[src/rtl/ws2812_pkg.sv]
// Shared WS2812 line definitions: FSM state encoding and default bit/frame timing in core clock cycles.
// Used by both the line decoder and the matching encoder so their timing always agrees.
package ws2812_pkg;

    localparam int WS_BIT_THRESH   = 30;
    localparam int WS_MAX_HIGH     = 60;
    localparam int WS_RESET_CYCLES = 2500;
    localparam int WS_PIX_W        = 24;

    typedef enum logic [1:0] {
        ST_SYNC = 2'd0,
        ST_IDLE = 2'd1,
        ST_HIGH = 2'd2,
        ST_LOW  = 2'd3
    } ws_state_t;

endpackage

[src/rtl/line_synchronizer.sv]
// Two-flop synchronizer bringing the asynchronous serial line into the clk domain.
// Latency: 2 cycles; no flow control.
module line_synchronizer (
    input  logic clk,
    input  logic rst_n,
    input  logic i_async,
    output logic o_sync
);

    logic r_meta;
    logic r_sync;

    always_ff @(posedge clk or negedge rst_n) begin
        if (!rst_n) begin
            r_meta <= 1'b0;
            r_sync <= 1'b0;
        end else begin
            r_meta <= i_async;
            r_sync <= r_meta;
        end
    end

    assign o_sync = r_sync;

endmodule

[src/rtl/ws2812_line_decoder.sv]
// Decodes a WS2812 serial line into 24-bit GRB pixels with frame-gap and timing-error detection.
// Latency: 2 sync cycles + 1 cycle from the 24th falling edge to pix_valid; no backpressure (pulses are one-shot).
module ws2812_line_decoder
    import ws2812_pkg::*;
#(
    parameter int BIT_THRESH   = WS_BIT_THRESH,
    parameter int MAX_HIGH     = WS_MAX_HIGH,
    parameter int RESET_CYCLES = WS_RESET_CYCLES,
    parameter int IDX_W        = 8
) (
    input  logic             clk,
    input  logic             rst_n,
    input  logic             ena,
    input  logic             line_in,
    output logic [23:0]      pix_data,
    output logic             pix_valid,
    output logic [IDX_W-1:0] pix_index,
    output logic             frame_done,
    output logic             err_timing,
    output logic             busy
);

    localparam int LO_W = $clog2(RESET_CYCLES + 1);
    localparam int HI_W = $clog2(MAX_HIGH + 2);

    localparam logic [LO_W-1:0] LO_END   = LO_W'(RESET_CYCLES);
    localparam logic [LO_W-1:0] LO_ONE   = LO_W'(1);
    localparam logic [HI_W-1:0] HI_SAT   = HI_W'(MAX_HIGH + 1);
    localparam logic [HI_W-1:0] HI_MAX   = HI_W'(MAX_HIGH);
    localparam logic [HI_W-1:0] HI_THR   = HI_W'(BIT_THRESH);
    localparam logic [HI_W-1:0] HI_ONE   = HI_W'(1);
    localparam logic [4:0]      LAST_BIT = 5'd23;

    logic             w_line;
    ws_state_t        r_state;
    ws_state_t        w_state_nxt;

    logic [LO_W-1:0]  r_lo_cnt;
    logic [LO_W-1:0]  w_lo_inc;
    logic             w_lo_end;
    logic [HI_W-1:0]  r_hi_cnt;
    logic [HI_W-1:0]  w_hi_inc;
    logic             w_hi_over;
    logic [4:0]       r_bit_cnt;
    logic [22:0]      r_shift;
    logic [IDX_W-1:0] r_idx;

    logic             w_bit_val;
    logic             w_shift_en;
    logic             w_word_done;
    logic             w_frame_end;
    logic             w_err;
    logic             w_valid;
    logic             w_busy;

    logic [23:0]      r_pix_data;
    logic             r_pix_valid;
    logic [IDX_W-1:0] r_pix_index;
    logic             r_frame_done;
    logic             r_err_timing;

    line_synchronizer u_sync (
        .clk     (clk),
        .rst_n   (rst_n),
        .i_async (line_in),
        .o_sync  (w_line)
    );

    assign w_lo_inc  = r_lo_cnt + 1'b1;
    assign w_lo_end  = (w_lo_inc == LO_END);
    assign w_hi_inc  = (r_hi_cnt == HI_SAT) ? HI_SAT : r_hi_cnt + 1'b1;
    // Judge the count including the current high cycle so a MAX_HIGH+1 pulse errors before it ends.
    assign w_hi_over = (w_hi_inc > HI_MAX);
    assign w_bit_val = (r_hi_cnt > HI_THR);

    always_ff @(posedge clk or negedge rst_n) begin
        if (!rst_n) begin
            r_state <= ST_SYNC;
        end else begin
            r_state <= w_state_nxt;
        end
    end

    always_comb begin
        w_state_nxt = r_state;
        if (!ena) begin
            w_state_nxt = ST_SYNC;
        end else begin
            unique case (r_state)
                ST_SYNC: if (!w_line && w_lo_end) w_state_nxt = ST_IDLE;
                ST_IDLE: if (w_line) w_state_nxt = ST_HIGH;
                ST_HIGH: begin
                    if (w_line && w_hi_over) w_state_nxt = ST_SYNC;
                    else if (!w_line)        w_state_nxt = ST_LOW;
                end
                ST_LOW: begin
                    if (w_line)        w_state_nxt = ST_HIGH;
                    else if (w_lo_end) w_state_nxt = ST_IDLE;
                end
                default: w_state_nxt = ST_SYNC;
            endcase
        end
    end

    always_comb begin
        w_shift_en  = ena && (r_state == ST_HIGH) && !w_line;
        w_word_done = w_shift_en && (r_bit_cnt == LAST_BIT);
        w_frame_end = ena && (r_state == ST_LOW) && !w_line && w_lo_end;
        w_err       = ena && (((r_state == ST_HIGH) && w_line && w_hi_over) ||
                              (w_frame_end && (r_bit_cnt != 5'd0)));
        w_valid     = w_word_done && !w_err;
        w_busy      = (r_state == ST_HIGH) || (r_state == ST_LOW);
    end

    always_ff @(posedge clk or negedge rst_n) begin
        if (!rst_n) begin
            r_lo_cnt     <= '0;
            r_hi_cnt     <= '0;
            r_bit_cnt    <= '0;
            r_shift      <= '0;
            r_idx        <= '0;
            r_pix_data   <= '0;
            r_pix_valid  <= 1'b0;
            r_pix_index  <= '0;
            r_frame_done <= 1'b0;
            r_err_timing <= 1'b0;
        end else if (!ena) begin
            r_lo_cnt     <= '0;
            r_hi_cnt     <= '0;
            r_bit_cnt    <= '0;
            r_shift      <= '0;
            r_idx        <= '0;
            r_pix_index  <= '0;
            r_pix_valid  <= 1'b0;
            r_frame_done <= 1'b0;
            r_err_timing <= 1'b0;
        end else begin
            r_pix_valid  <= w_valid;
            r_frame_done <= w_frame_end;
            r_err_timing <= w_err;
            if (w_valid) begin
                r_pix_data  <= {r_shift, w_bit_val};
                r_pix_index <= r_idx;
                r_idx       <= r_idx + 1'b1;
            end
            case (r_state)
                ST_SYNC: begin
                    r_lo_cnt  <= (w_line || w_lo_end) ? '0 : w_lo_inc;
                    r_hi_cnt  <= '0;
                    r_bit_cnt <= '0;
                    r_shift   <= '0;
                    r_idx     <= '0;
                end
                ST_IDLE: begin
                    r_lo_cnt <= '0;
                    if (w_line) begin
                        r_hi_cnt    <= HI_ONE;
                        r_idx       <= '0;
                        r_pix_index <= '0;
                    end
                end
                ST_HIGH: begin
                    if (w_line) begin
                        if (w_hi_over) begin
                            r_hi_cnt  <= '0;
                            r_bit_cnt <= '0;
                            r_shift   <= '0;
                        end else begin
                            r_hi_cnt <= w_hi_inc;
                        end
                    end else begin
                        r_lo_cnt <= LO_ONE;
                        r_hi_cnt <= '0;
                        if (w_word_done) begin
                            r_bit_cnt <= '0;
                            r_shift   <= '0;
                        end else begin
                            r_bit_cnt <= r_bit_cnt + 1'b1;
                            r_shift   <= {r_shift[21:0], w_bit_val};
                        end
                    end
                end
                ST_LOW: begin
                    if (w_line) begin
                        r_hi_cnt <= HI_ONE;
                        r_lo_cnt <= '0;
                    end else if (w_lo_end) begin
                        r_lo_cnt    <= '0;
                        r_bit_cnt   <= '0;
                        r_shift     <= '0;
                        r_idx       <= '0;
                        r_pix_index <= '0;
                    end else begin
                        r_lo_cnt <= w_lo_inc;
                    end
                end
                default: ;
            endcase
        end
    end

    assign pix_data   = r_pix_data;
    assign pix_valid  = r_pix_valid;
    assign pix_index  = r_pix_index;
    assign frame_done = r_frame_done;
    assign err_timing = r_err_timing;
    assign busy       = w_busy;

endmodule

[config.mk]
export PLATFORM = sky130hd
export DESIGN_NAME = ws2812_line_decoder
export DESIGN_NICKNAME = d
export VERILOG_FILES = /design/src/rtl/ws2812_pkg.sv /design/src/rtl/line_synchronizer.sv /design/src/rtl/ws2812_line_decoder.sv
export SDC_FILE = /design/constraint.sdc
export NUM_CORES = 1
export LEC_CHECK = 0
export ABC_AREA = 1
export BUFFER_PORTS_ARGS = -buffer_cell sky130_fd_sc_hd__buf_2
export CAP_MARGIN = 20
export CORE_MARGIN = 2
export CORE_UTILIZATION = 37
export CTS_CLUSTER_SIZE = 24
export DETAILED_ROUTE_END_ITERATION = 16
export PLACE_DENSITY = 0.51
export RECOVER_POWER = 50
export SLEW_MARGIN = 10
export SYNTH_ARGS = -nofsm -noshare
export SYNTH_HDL_FRONTEND = slang
export SYNTH_SLANG_ARGS = --single-unit
[constraint.sdc]
create_clock -name clk -period 5.9 [get_ports clk]
set_input_delay 0.59 -clock clk [delete_from_list [all_inputs] [get_ports clk]]
set_output_delay 0.59 -clock clk [all_outputs]
set_load 0.1 [all_outputs]
==> reports/metrics.csv, run 1 <==
metric,value,unit
Area Growth Syn to Fin,11.7,%
Starting DRT DRC Count,286,
worst reg2reg setup slack,2.38,ns
Flop pwr share,0.454,
Post-synth top cells,"nand2_1 (199), dfrtp_1 (93), inv_1 (49)",
postcts setup bufs,0,
final number of setup-violating endpoints,0,
worst hold margin,0.348,ns
Post-Syn Area,4700,µm²
IO buf count,39,
reg2reg end,r_idx[3]$_DFF_PN0_,
crit-path cells,inv_1 -> ha_1 -> inv_2 -> nor3_2 -> inv_1 -> nor4_2 -> nand3_2 -> inv_2 -> nand2_1 -> nand2_1 -> nand2_1 -> nor2_1,
dpl ws,2.27,ns
Slew Limit Fails,76,
crit path kind,flip-flop to flip-flop,
Peak VDD IR,0.114,mV
Finished Layout Cells,783,
FF+latch area,2330,µm²
hpwl dp,6800,µm
asr flop ratio synth,1.00,
DRT Wirelength,9980,µm
mean number of vias per cell,4.79,
fmax,284,MHz
via count,3748,
Worst-path clk slew,0.06,ns
Period minus WS final,3.52,ns
end of the critical path,r_idx[3]$_DFF_PN0_,
clock skew,0.00666,ns
NetSw,467,µW
CTS buffer count,9,
crit end category,flip-flop,
sequential share of the synthesized area,0.495,
Worst Path Required,6.18,ns
largest cells by area after synthesis,"dfrtp_1 (49%), nand2_1 (16%), inv_1 (3.9%), o21ai_2 (3.7%), nand3_1 (3.4%)",
# nets final,621,
final critical-path share of the clock period,0.597,
reg-to-reg critical path startpoint,r_state[0]$_DFFE_PN0P_,
switching share of total power,0.319,
crit-path most repeated cell,nand2_1,
CTS tree,built,
Placed Cells,767,
Tot GR Track Use,0.157,
outcome,finished with violations,
Yosys cell types,38,
"Slowest-stage cell, CP",inv_2,
Clock Path Buffers,2,
Hold Crit Class,input port to flip-flop,
crit start category,flip-flop,
P_leak,2.53,nW
initial antenna violation count,0,
Avg Inst Size Synth,8.24,µm²
vias in the first global route,3435,
critical path startpoint,r_state[0]$_DFFE_PN0P_,
layout cells sized above 1,0.154,
final setup margin,2.38,ns
clock latency on the worst-skew pair,0.34,ns
# diodes,0,
die area,13600,µm²
remaining antenna violation count,0,
Synth top area share,0.495,
Synthesized Nets,586,
multi-input combinational cell area,2040,µm²
DR pass1 iterations,4,
failing checks,"capacitance limit, slew limit",
relative slew slack,-0.230,
Post-synth EDFFs,0,
"Core Util, Final",0.420,
Internal,998,µW
Die Wd,117,µm
Die Y,117,µm
wire per inst,12.7,µm
H-tree depth,3,
most used flip-flop cell after synthesis,dfrtp_1,
share of total power in the clock network,0.367,
first-pass GRT wire length,16900,µm
worst-margin pin slew,1.84,ns
row count,41,
Yosys Warn Count,0,
combinational share of power,0.179,
Top Ports,40,
RSZ-0062 raised after global routing,no,
Mapped Cells,571,
critical path arrival,3.80,ns
Post-CTS Hold Fix Bufs,0,
grt ovf,0,
Sink Count,93,
core box area,12500,µm²
top-count cell post-synth,nand2_1,
Root Driver,clkbuf_16,
Fin Setup TNS,0,ns
"FF+latch count, synth",93,
Worst R2R Path Depth,12,
CP max FO,41,
RePlAce Congestion,0.864,
Initial Util,0.376,
pwr/cell area,279,nW/µm²
Remaining DRCs,0,
Final Hold Vio Count,0,
fillers,1338,
largest net degree at the start of global routing,76,
CP max stage delay,0.83,ns
dominant cell type by area after synthesis,dfrtp_1,
max-capacitance violation count,1,
Post-CTS Resized,0,
## layout make-up
type | count | area share
well taps | 172 | 0.0410
repair buffers | 42 | 0.0369
clock inverters | 5 | 0.00715
flip-flops and latches | 93 | 0.443
multi-input cells | 405 | 0.388
clock buffers | 11 | 0.0443
inverters | 55 | 0.0393
## through the flow
stage | power [mW] | cell area (µm²)
floorplan | 0.906 | 4700
global placement | 0.942 | 5010
detailed placement | 0.941 | 5010
CTS | 1.48 | 5280
global route | 1.54 | 5250
finish | 1.46 | 5250
## cell usage in the layout, fill, tap and decap left out, types with 2 or more instances in the layout
cell and n:
dfrtp_1 93, o21ai_1 6, nand3_2 2, clkbuf_1 19
clkbuf_16 9, clkinvlp_4 2, nand2_2 13, xor2_1 2
nor3_1 6, buf_4 2, nor2_2 6, o22ai_1 12
inv_2 5, o21bai_1 4, o21bai_2 2, nor2_1 38
a21oi_1 15, nand3_1 32, buf_2 22, ha_1 11
nand2_1 198, clkinv_4 2, o21ai_0 21, nand4_1 3
inv_1 49, o21ai_2 20
## sequential cells by signal (all words and copies together), names as in the netlist
signal,flops
pix_data,24
r_lo_cnt,12
pix_index,8
pix_valid,1
r_idx,8
r_shift,23
r_state,2
err_timing,1
r_bit_cnt,5
u_sync.r_meta,1
frame_done,1
u_sync.o_sync,1
r_hi_cnt,6
## metal layers
metal | GRT usage | part of all wire | up-vias
li1 | - | - | 1904
met1 | 0.232 | 0.53 | 1776
met2 | 0.224 | 0.42 | 54
met3 | 0.0322 | 0.036 | 14
met4 | 0.0612 | 0.018 | 0
met5 | 0 | 0 | -
## power groups by stage
stage                     Sequential, mW  Clock, mW  Combinational, mW
final                              0.665      0.537              0.262
after detailed placement           0.677          0              0.264
after CTS                          0.665      0.556              0.264
after floorplan                    0.675          0              0.231
after global routing               0.667      0.582              0.296
after global placement             0.677          0              0.265
## cells by family after synthesis
| group | after synthesis | share of synthesized area |
|---|---|---|
| compound gates | 86 | 0.120 |
| xor+xnor | 3 | 0.00559 |
| fa+ha+maj | 11 | 0.0293 |
| buf+inv | 73 | 0.0734 |
| flops | 93 | 0.495 |
| simple gates | 305 | 0.277 |
## critical path: cells and delay by family (launching register included)
| kind | cells | cell delay, ns |
|---|---|---|
| adder cells (fa/ha/maj) | 1 | 0.25 |
| AND/OR/NAND/NOR | 7 | 1.60 |
| flip-flops | 1 | 0.43 |
| buffers and inverters | 4 | 1.18 |
## how the worst min path moves through the flow
| stage | endpoint | slack, ns | startpoint | cells past startpoint |
|---|---|---|---|---|
| after global placement | u_sync.o_sync$_DFF_PN0_ | 0.34 | u_sync.r_meta$_DFF_PN0_ | 0 |
| after detailed placement | u_sync.o_sync$_DFF_PN0_ | 0.35 | u_sync.r_meta$_DFF_PN0_ | 0 |
| after floorplan | err_timing$_DFF_PN0_ | 0.29 | rst_n | 0 |
| final | u_sync.r_meta$_DFF_PN0_ | 0.35 | line_in | 1 |
| after CTS | r_hi_cnt[4]$_DFFE_PN0P_ | 0.12 | rst_n | 1 |
| after global routing | u_sync.r_meta$_DFF_PN0_ | 0.34 | line_in | 1 |
No activity file was read; power rests on OpenSTA's default activity.
==> run 2: changes to the inputs <==
Settings changed: PLACE_DENSITY 0.51 to 0.53.
Clock period 5.9 ns to 3.1 ns, I/O delays scaled along.
==> run 2 against run 1 <==
Compared with the run above: the run now ends clean; setup slack got worse by 1.9 ns; non-clock buffer count rose by 3; sequential power increased by 91%; die area unchanged; final area rose by 1.4%; final cell count is 0.26% higher; critical path type unchanged; clock skew increased by 0.0023 ns; first-iteration DRC count shrank 20%; register-to-register slack lost 1.9 ns.
==> reports/metrics.csv, run 2 (same netlist as run 1, synthesis figures left out) <==
metric,value,unit,change
H-tree depth,3,,unchanged
# nets final,624,,was 621
Post-CTS Hold Fix Bufs,0,,unchanged
final setup margin,0.526,ns,was 2.38 ns
remaining antenna violation count,0,,unchanged
Clock Path Buffers,2,,unchanged
die area,13600,µm²,unchanged
Tot GR Track Use,0.160,,was 0.157
Remaining DRCs,0,,unchanged
CTS buffer count,9,,unchanged
Top Ports,40,,unchanged
relative slew slack,0.0337,,was -0.230
crit start category,flip-flop,,unchanged
mean number of vias per cell,4.76,,was 4.79
worst-margin pin slew,1.45,ns,was 1.84 ns
fmax,389,MHz,was 284 MHz
cell family with most CP delay,simple AND/OR/NAND/NOR gates,,unchanged
Post-CTS Resized,0,,unchanged
dpl ws,0.541,ns,was 2.27 ns
row count,41,,unchanged
core box area,12500,µm²,unchanged
largest net degree at the start of global routing,60,,was 76
"commonest non-fill, non-tap cell in the layout",nand2_1,,unchanged
Root Driver,clkbuf_16,,unchanged
RePlAce Congestion,0.909,,was 0.864
DRT Wirelength,9930,µm,was 9980 µm
pwr/cell area,557,nW/µm²,was 279 nW/µm²
crit path kind,flip-flop to flip-flop,,unchanged
postcts setup bufs,0,,unchanged
grt ovf,0,,unchanged
Worst-path clk slew,0.06,ns,about the same
final number of setup-violating endpoints,0,,unchanged
Period minus WS final,2.57,ns,was 3.52 ns
"Core Util, Final",0.426,,was 0.420
CP Buf/Inv Count,4,,unchanged
CP max FO,37,,was 41
Sink Count,93,,unchanged
CP max stage delay,0.50,ns,was 0.83 ns
crit-path most repeated cell,nand2_1,,unchanged
# diodes,0,,unchanged
wire per inst,12.6,µm,was 12.7 µm
Initial Util,0.376,,unchanged
clock skew,0.00895,ns,was 0.00666 ns
Die Y,117,µm,unchanged
Placement Cell Area,5040,µm²,was 5010 µm²
Placed Cells,770,,was 767
P_leak,2.57,nW,was 2.53 nW
Hold Crit Class,input port to flip-flop,,unchanged
initial antenna violation count,0,,unchanged
worst hold margin,0.0644,ns,was 0.348 ns
Worst Path Required,3.38,ns,was 6.18 ns
hpwl dp,6910,µm,was 6800 µm
"commonest non-fill, non-tap cells in the layout","nand2_1 (198), dfrtp_1 (93), inv_1 (49)",,unchanged
Die Wd,117,µm,unchanged
outcome,"finished, final reports clean",,was finished with violations
Fin Setup TNS,0,ns,unchanged
critical path startpoint,r_state[0]$_DFFE_PN0P_,,unchanged
Final Hold Vio Count,0,,unchanged
RSZ-0062 raised after global routing,no,,unchanged
final critical-path share of the clock period,0.830,,was 0.597
IO buf count,39,,unchanged
Starting DRT DRC Count,229,,was 286
clock latency on the worst-skew pair,0.35,ns,was 0.34 ns
layout cells sized above 1,0.157,,was 0.154
via count,3736,,was 3748
HP Start,line_in,,unchanged
max-capacitance violation count,0,,was 1
Power Total,2.97,mW,was 1.46 mW
crit-path cells,inv_1 -> ha_1 -> inv_2 -> nor3_2 -> inv_1 -> nor4_2 -> nand3_2 -> inv_2 -> nand2_1 -> nand2_1 -> nand2_1 -> nor2_1,,unchanged
"Slowest-stage cell, CP",inv_2,,unchanged
max FFs per register,24,,unchanged
Slew Limit Fails,0,,was 76
first-pass GRT wire length,17000,µm,was 16900 µm
Peak VDD IR,0.261,mV,was 0.114 mV
DR pass1 iterations,5,,was 4
Area Growth Syn to Fin,13.3,%,was 11.7%
critical path arrival,2.86,ns,was 3.80 ns
reg-to-reg critical path startpoint,r_state[0]$_DFFE_PN0P_,,unchanged
crit end category,flip-flop,,unchanged
Finished Layout Cells,785,,was 783
CTS tree,built,,unchanged
design area,5330,µm²,was 5250 µm²
vias in the first global route,3560,,was 3435
## run 2: changes by cell type in the layout (fill, tap and decap cells not counted), sizes merged
cell and change:
buf +2, bufinv +2, inv +1, clkinv -2
clkinvlp -1
## run 2: area by class of cell
type                    instances  area, µm²
fillers                      1296       7190
flip-flops and latches         93       2330
multi-input cells             405       2040
clock buffers                  10        229
inverters                      55        206
repair buffers                 45        225
clock inverters                 5       85.1
well taps                     172        215
## run 2: per-layer routing
| metal | share of wire | track usage | vias up |
|---|---|---|---|
| met2 | 0.44 | 0.240 | 59 |
| met4 | 0.017 | 0.0651 | 0 |
| met5 | 0 | 0 | - |
| met1 | 0.51 | 0.221 | 1763 |
| met3 | 0.037 | 0.0400 | 11 |
| li1 | - | - | 1903 |
## run 2: worst paths after layout
| path | endpoint | slack, ns | cells after the start |
|---|---|---|---|
| min in group asynchronous | r_hi_cnt[1]$_DFFE_PN0P_ | 0.30 | 1 |
| worst max-delay path | r_idx[3]$_DFF_PN0_ | 0.53 | 12 |
| worst min register to register | u_sync.o_sync$_DFF_PN0_ | 0.37 | 0 |
| worst max register to register | r_idx[3]$_DFF_PN0_ | 0.53 | 12 |
| worst min-delay path | u_sync.r_meta$_DFF_PN0_ | 0.06 | 1 |
| max in group asynchronous | pix_index[0]$_DFF_PN0_ | 1.22 | 2 |
## run 2: report_power, final
part | total (mW) | internal [mW] | leakage (nW) | switching (mW)
Sequential | 1.27 | 1.24 | 1.29 | 0.0303
Combinational | 0.519 | 0.139 | 1.13 | 0.380
Clock | 1.18 | 0.707 | 0.149 | 0.476
Total | 2.97 | 2.08 | 2.57 | 0.887
==> run 3: changes to the inputs <==
Clock period 3.1 ns to 2.2 ns, I/O delays scaled along.
==> run 3 against run 2 <==
Compared with the run above: sequential power rose by 40%; critical path depth shrank 2; core utilization rose by 3.5 points; setup slack got worse by 0.42 ns; critical path type unchanged; clock skew increased by 0.00085 ns; register-to-register slack got worse by 0.42 ns; global-route usage shrank 0.32 points; final area is 8.3% higher; wire length grew 6.0%; sequential cell count did not move; combinational power increased by 95%; clock power up 46%.
==> reports/metrics.csv, run 3 (same netlist as run 1, synthesis figures left out) <==
metric,value,unit,change
Root Driver,clkbuf_16,,unchanged
"commonest non-fill, non-tap cell in the layout",nand2_1,,unchanged
worst hold margin,0.282,ns,was 0.0644 ns
H-tree depth,3,,unchanged
mean number of vias per cell,4.81,,was 4.76
final critical-path share of the clock period,0.952,,was 0.830
GRT met2 Usage,0.236,,was 0.240
met1 usage,0.225,,was 0.221
largest net degree at the start of global routing,77,,was 60
Remaining DRCs,0,,unchanged
clock skew,0.00980,ns,was 0.00895 ns
max-capacitance violation count,0,,unchanged
Tot GR Track Use,0.157,,was 0.160
relative slew slack,0.226,,was 0.0337
RePlAce Congestion,0.856,,was 0.909
final setup margin,0.106,ns,was 0.526 ns
crit start category,flip-flop,,unchanged
pwr/cell area,781,nW/µm²,was 557 nW/µm²
# diodes,0,,unchanged
Initial Util,0.376,,unchanged
Power Total,4.51,mW,was 2.97 mW
first-pass GRT wire length,16800,µm,was 17000 µm
DR pass1 iterations,4,,was 5
initial antenna violation count,0,,unchanged
vias in the first global route,3594,,was 3560
crit-path most repeated cell,inv_2,,was nand2_1
die area,13600,µm²,unchanged
crit-path cells,inv_1 -> ha_1 -> inv_2 -> nor3_4 -> inv_2 -> nor4_4 -> nand3_4 -> buf_4 -> o21ai_1 -> a21oi_1,,was inv_1 -> ha_1 -> inv_2 -> nor3_2 -> inv_1 -> nor4_2 -> nand3_2 -> inv_2 -> nand2_1 -> nand2_1 -> nand2_1 -> nor2_1
Area Growth Syn to Fin,22.6,%,was 13.3%
Top Ports,40,,unchanged
via count,3883,,was 3736
clock latency on the worst-skew pair,0.34,ns,was 0.35 ns
Clock Path Buffers,2,,unchanged
# nets final,646,,was 624
fmax,477,MHz,was 389 MHz
"commonest non-fill, non-tap cells in the layout","nand2_1 (196), dfrtp_1 (90), inv_1 (46)",,"was nand2_1 (198), dfrtp_1 (93), inv_1 (49)"
Placement Cell Area,5150,µm²,was 5040 µm²
worst-margin pin slew,1.17,ns,was 1.45 ns
hpwl dp,6870,µm,was 6910 µm
Fin Setup TNS,0,ns,unchanged
global-route layer with the greatest usage,met2,,unchanged
RSZ-0062 raised after global routing,yes,,was no
Starting DRT DRC Count,252,,was 229
Peak VDD IR,0.325,mV,was 0.261 mV
Period minus WS final,2.09,ns,was 2.57 ns
design area,5770,µm²,was 5330 µm²
Hold Crit Class,input port to flip-flop,,unchanged
CP max stage delay,0.38,ns,was 0.50 ns
Finished Layout Cells,808,,was 785
layout cells sized above 1,0.231,,was 0.157
grt ovf,0,,unchanged
Sink Count,93,,unchanged
Die Wd,117,µm,unchanged
Worst Path Required,2.42,ns,was 3.38 ns
"Slowest-stage cell, CP",dfrtp_1,,was inv_2
row count,41,,unchanged
Placed Cells,779,,was 770
core box area,12500,µm²,unchanged
DRT Wirelength,10500,µm,was 9930 µm
CTS tree,built,,unchanged
Slew Limit Fails,0,,unchanged
Worst-path clk slew,0.07,ns,was 0.06 ns
met3 usage,0.0322,,was 0.0400
dpl ws,0.0325,ns,was 0.541 ns
Final Hold Vio Count,0,,unchanged
outcome,"finished, final reports clean",,unchanged
crit end category,flip-flop,,unchanged
critical path arrival,2.32,ns,was 2.86 ns
crit path kind,flip-flop to flip-flop,,unchanged
IO buf count,39,,unchanged
max FFs per register,24,,unchanged
remaining antenna violation count,0,,unchanged
wire per inst,13.0,µm,was 12.6 µm
CP max FO,9,,was 37
final number of setup-violating endpoints,0,,unchanged
"Core Util, Final",0.461,,was 0.426
P_leak,2.77,nW,was 2.57 nW
Die Y,117,µm,unchanged
CTS buffer count,9,,unchanged
-- run 3: cell types whose count changed in the layout (fill, tap and decap cells not counted), moves of 3 or more --
cell	before	now
buf_4	3	16
nor2_4	1	4
buf_6	0	3
clkbuf_1	19	8
dfrtp_1	93	90
nand3_1	32	29
dfrtp_2	0	3
buf_2	22	31
inv_1	49	46
ha_1	11	8
clkbuf_16	9	12
-- run 3: where the power goes --
group	internal (mW)	switching [mW]	total (mW)
registers	1.74	0.0378	1.78
logic	0.371	0.635	1.01
clock network	1.01	0.707	1.72
-- run 3: path summary, 6_finish.rpt --
check / startpoint / endpoint / slack (ns) / depth (start not counted)
worst max-delay path: r_state[0]$_DFFE_PN0P_ / r_idx[5]$_DFF_PN0_ / 0.11 / 10
worst min-delay path: ena / frame_done$_DFF_PN0_ / 0.28 / 3
worst max register to register: r_state[0]$_DFFE_PN0P_ / r_idx[5]$_DFF_PN0_ / 0.11 / 10
max in group asynchronous: rst_n / r_lo_cnt[11]$_DFFE_PN0P_ / 0.37 / 3
min in group asynchronous: rst_n / r_hi_cnt[4]$_DFFE_PN0P_ / 0.60 / 2
worst min register to register: u_sync.r_meta$_DFF_PN0_ / u_sync.o_sync$_DFF_PN0_ / 0.35 / 0
-- run 3: repair_timing --
| item | 4_1_cts | 5_1_grt |
|---|---|---|
| hold buffers | 2 | 0 |
| resized for setup | 0 | 37 |
| buffers inserted | 0 | 7 |
| hold endpoints to repair | 18 | 0 |
| endpoints found under the setup margin | 0 | 75 |
-- run 3: worst max-delay path, delay by kind of cell, from the launching register on --
family | cells | cell delay [ns]
buf+inv | 4 | 0.47
flops | 1 | 0.38
fa+ha+maj | 1 | 0.19
compound gates | 2 | 0.20
simple gates | 3 | 0.75
-- run 3: layout make-up --
type                       instances  area, µm²
multi-input combinational        405       2170
inverter                          55        214
clock inverter                     7        105
tap                              172        215
fill                            1260       6750
clock buffer                       9        225
sequential                        93       2330
timing repair buffer              67        509
-- run 3: per-layer routing --
layer	wire (µm)	part of all wire	up-vias
li1	-	-	1951
met1	5180	0.49	1849
met2	4850	0.46	74
met3	392	0.037	9
met4	102	0.0097	0
met5	0	0	-
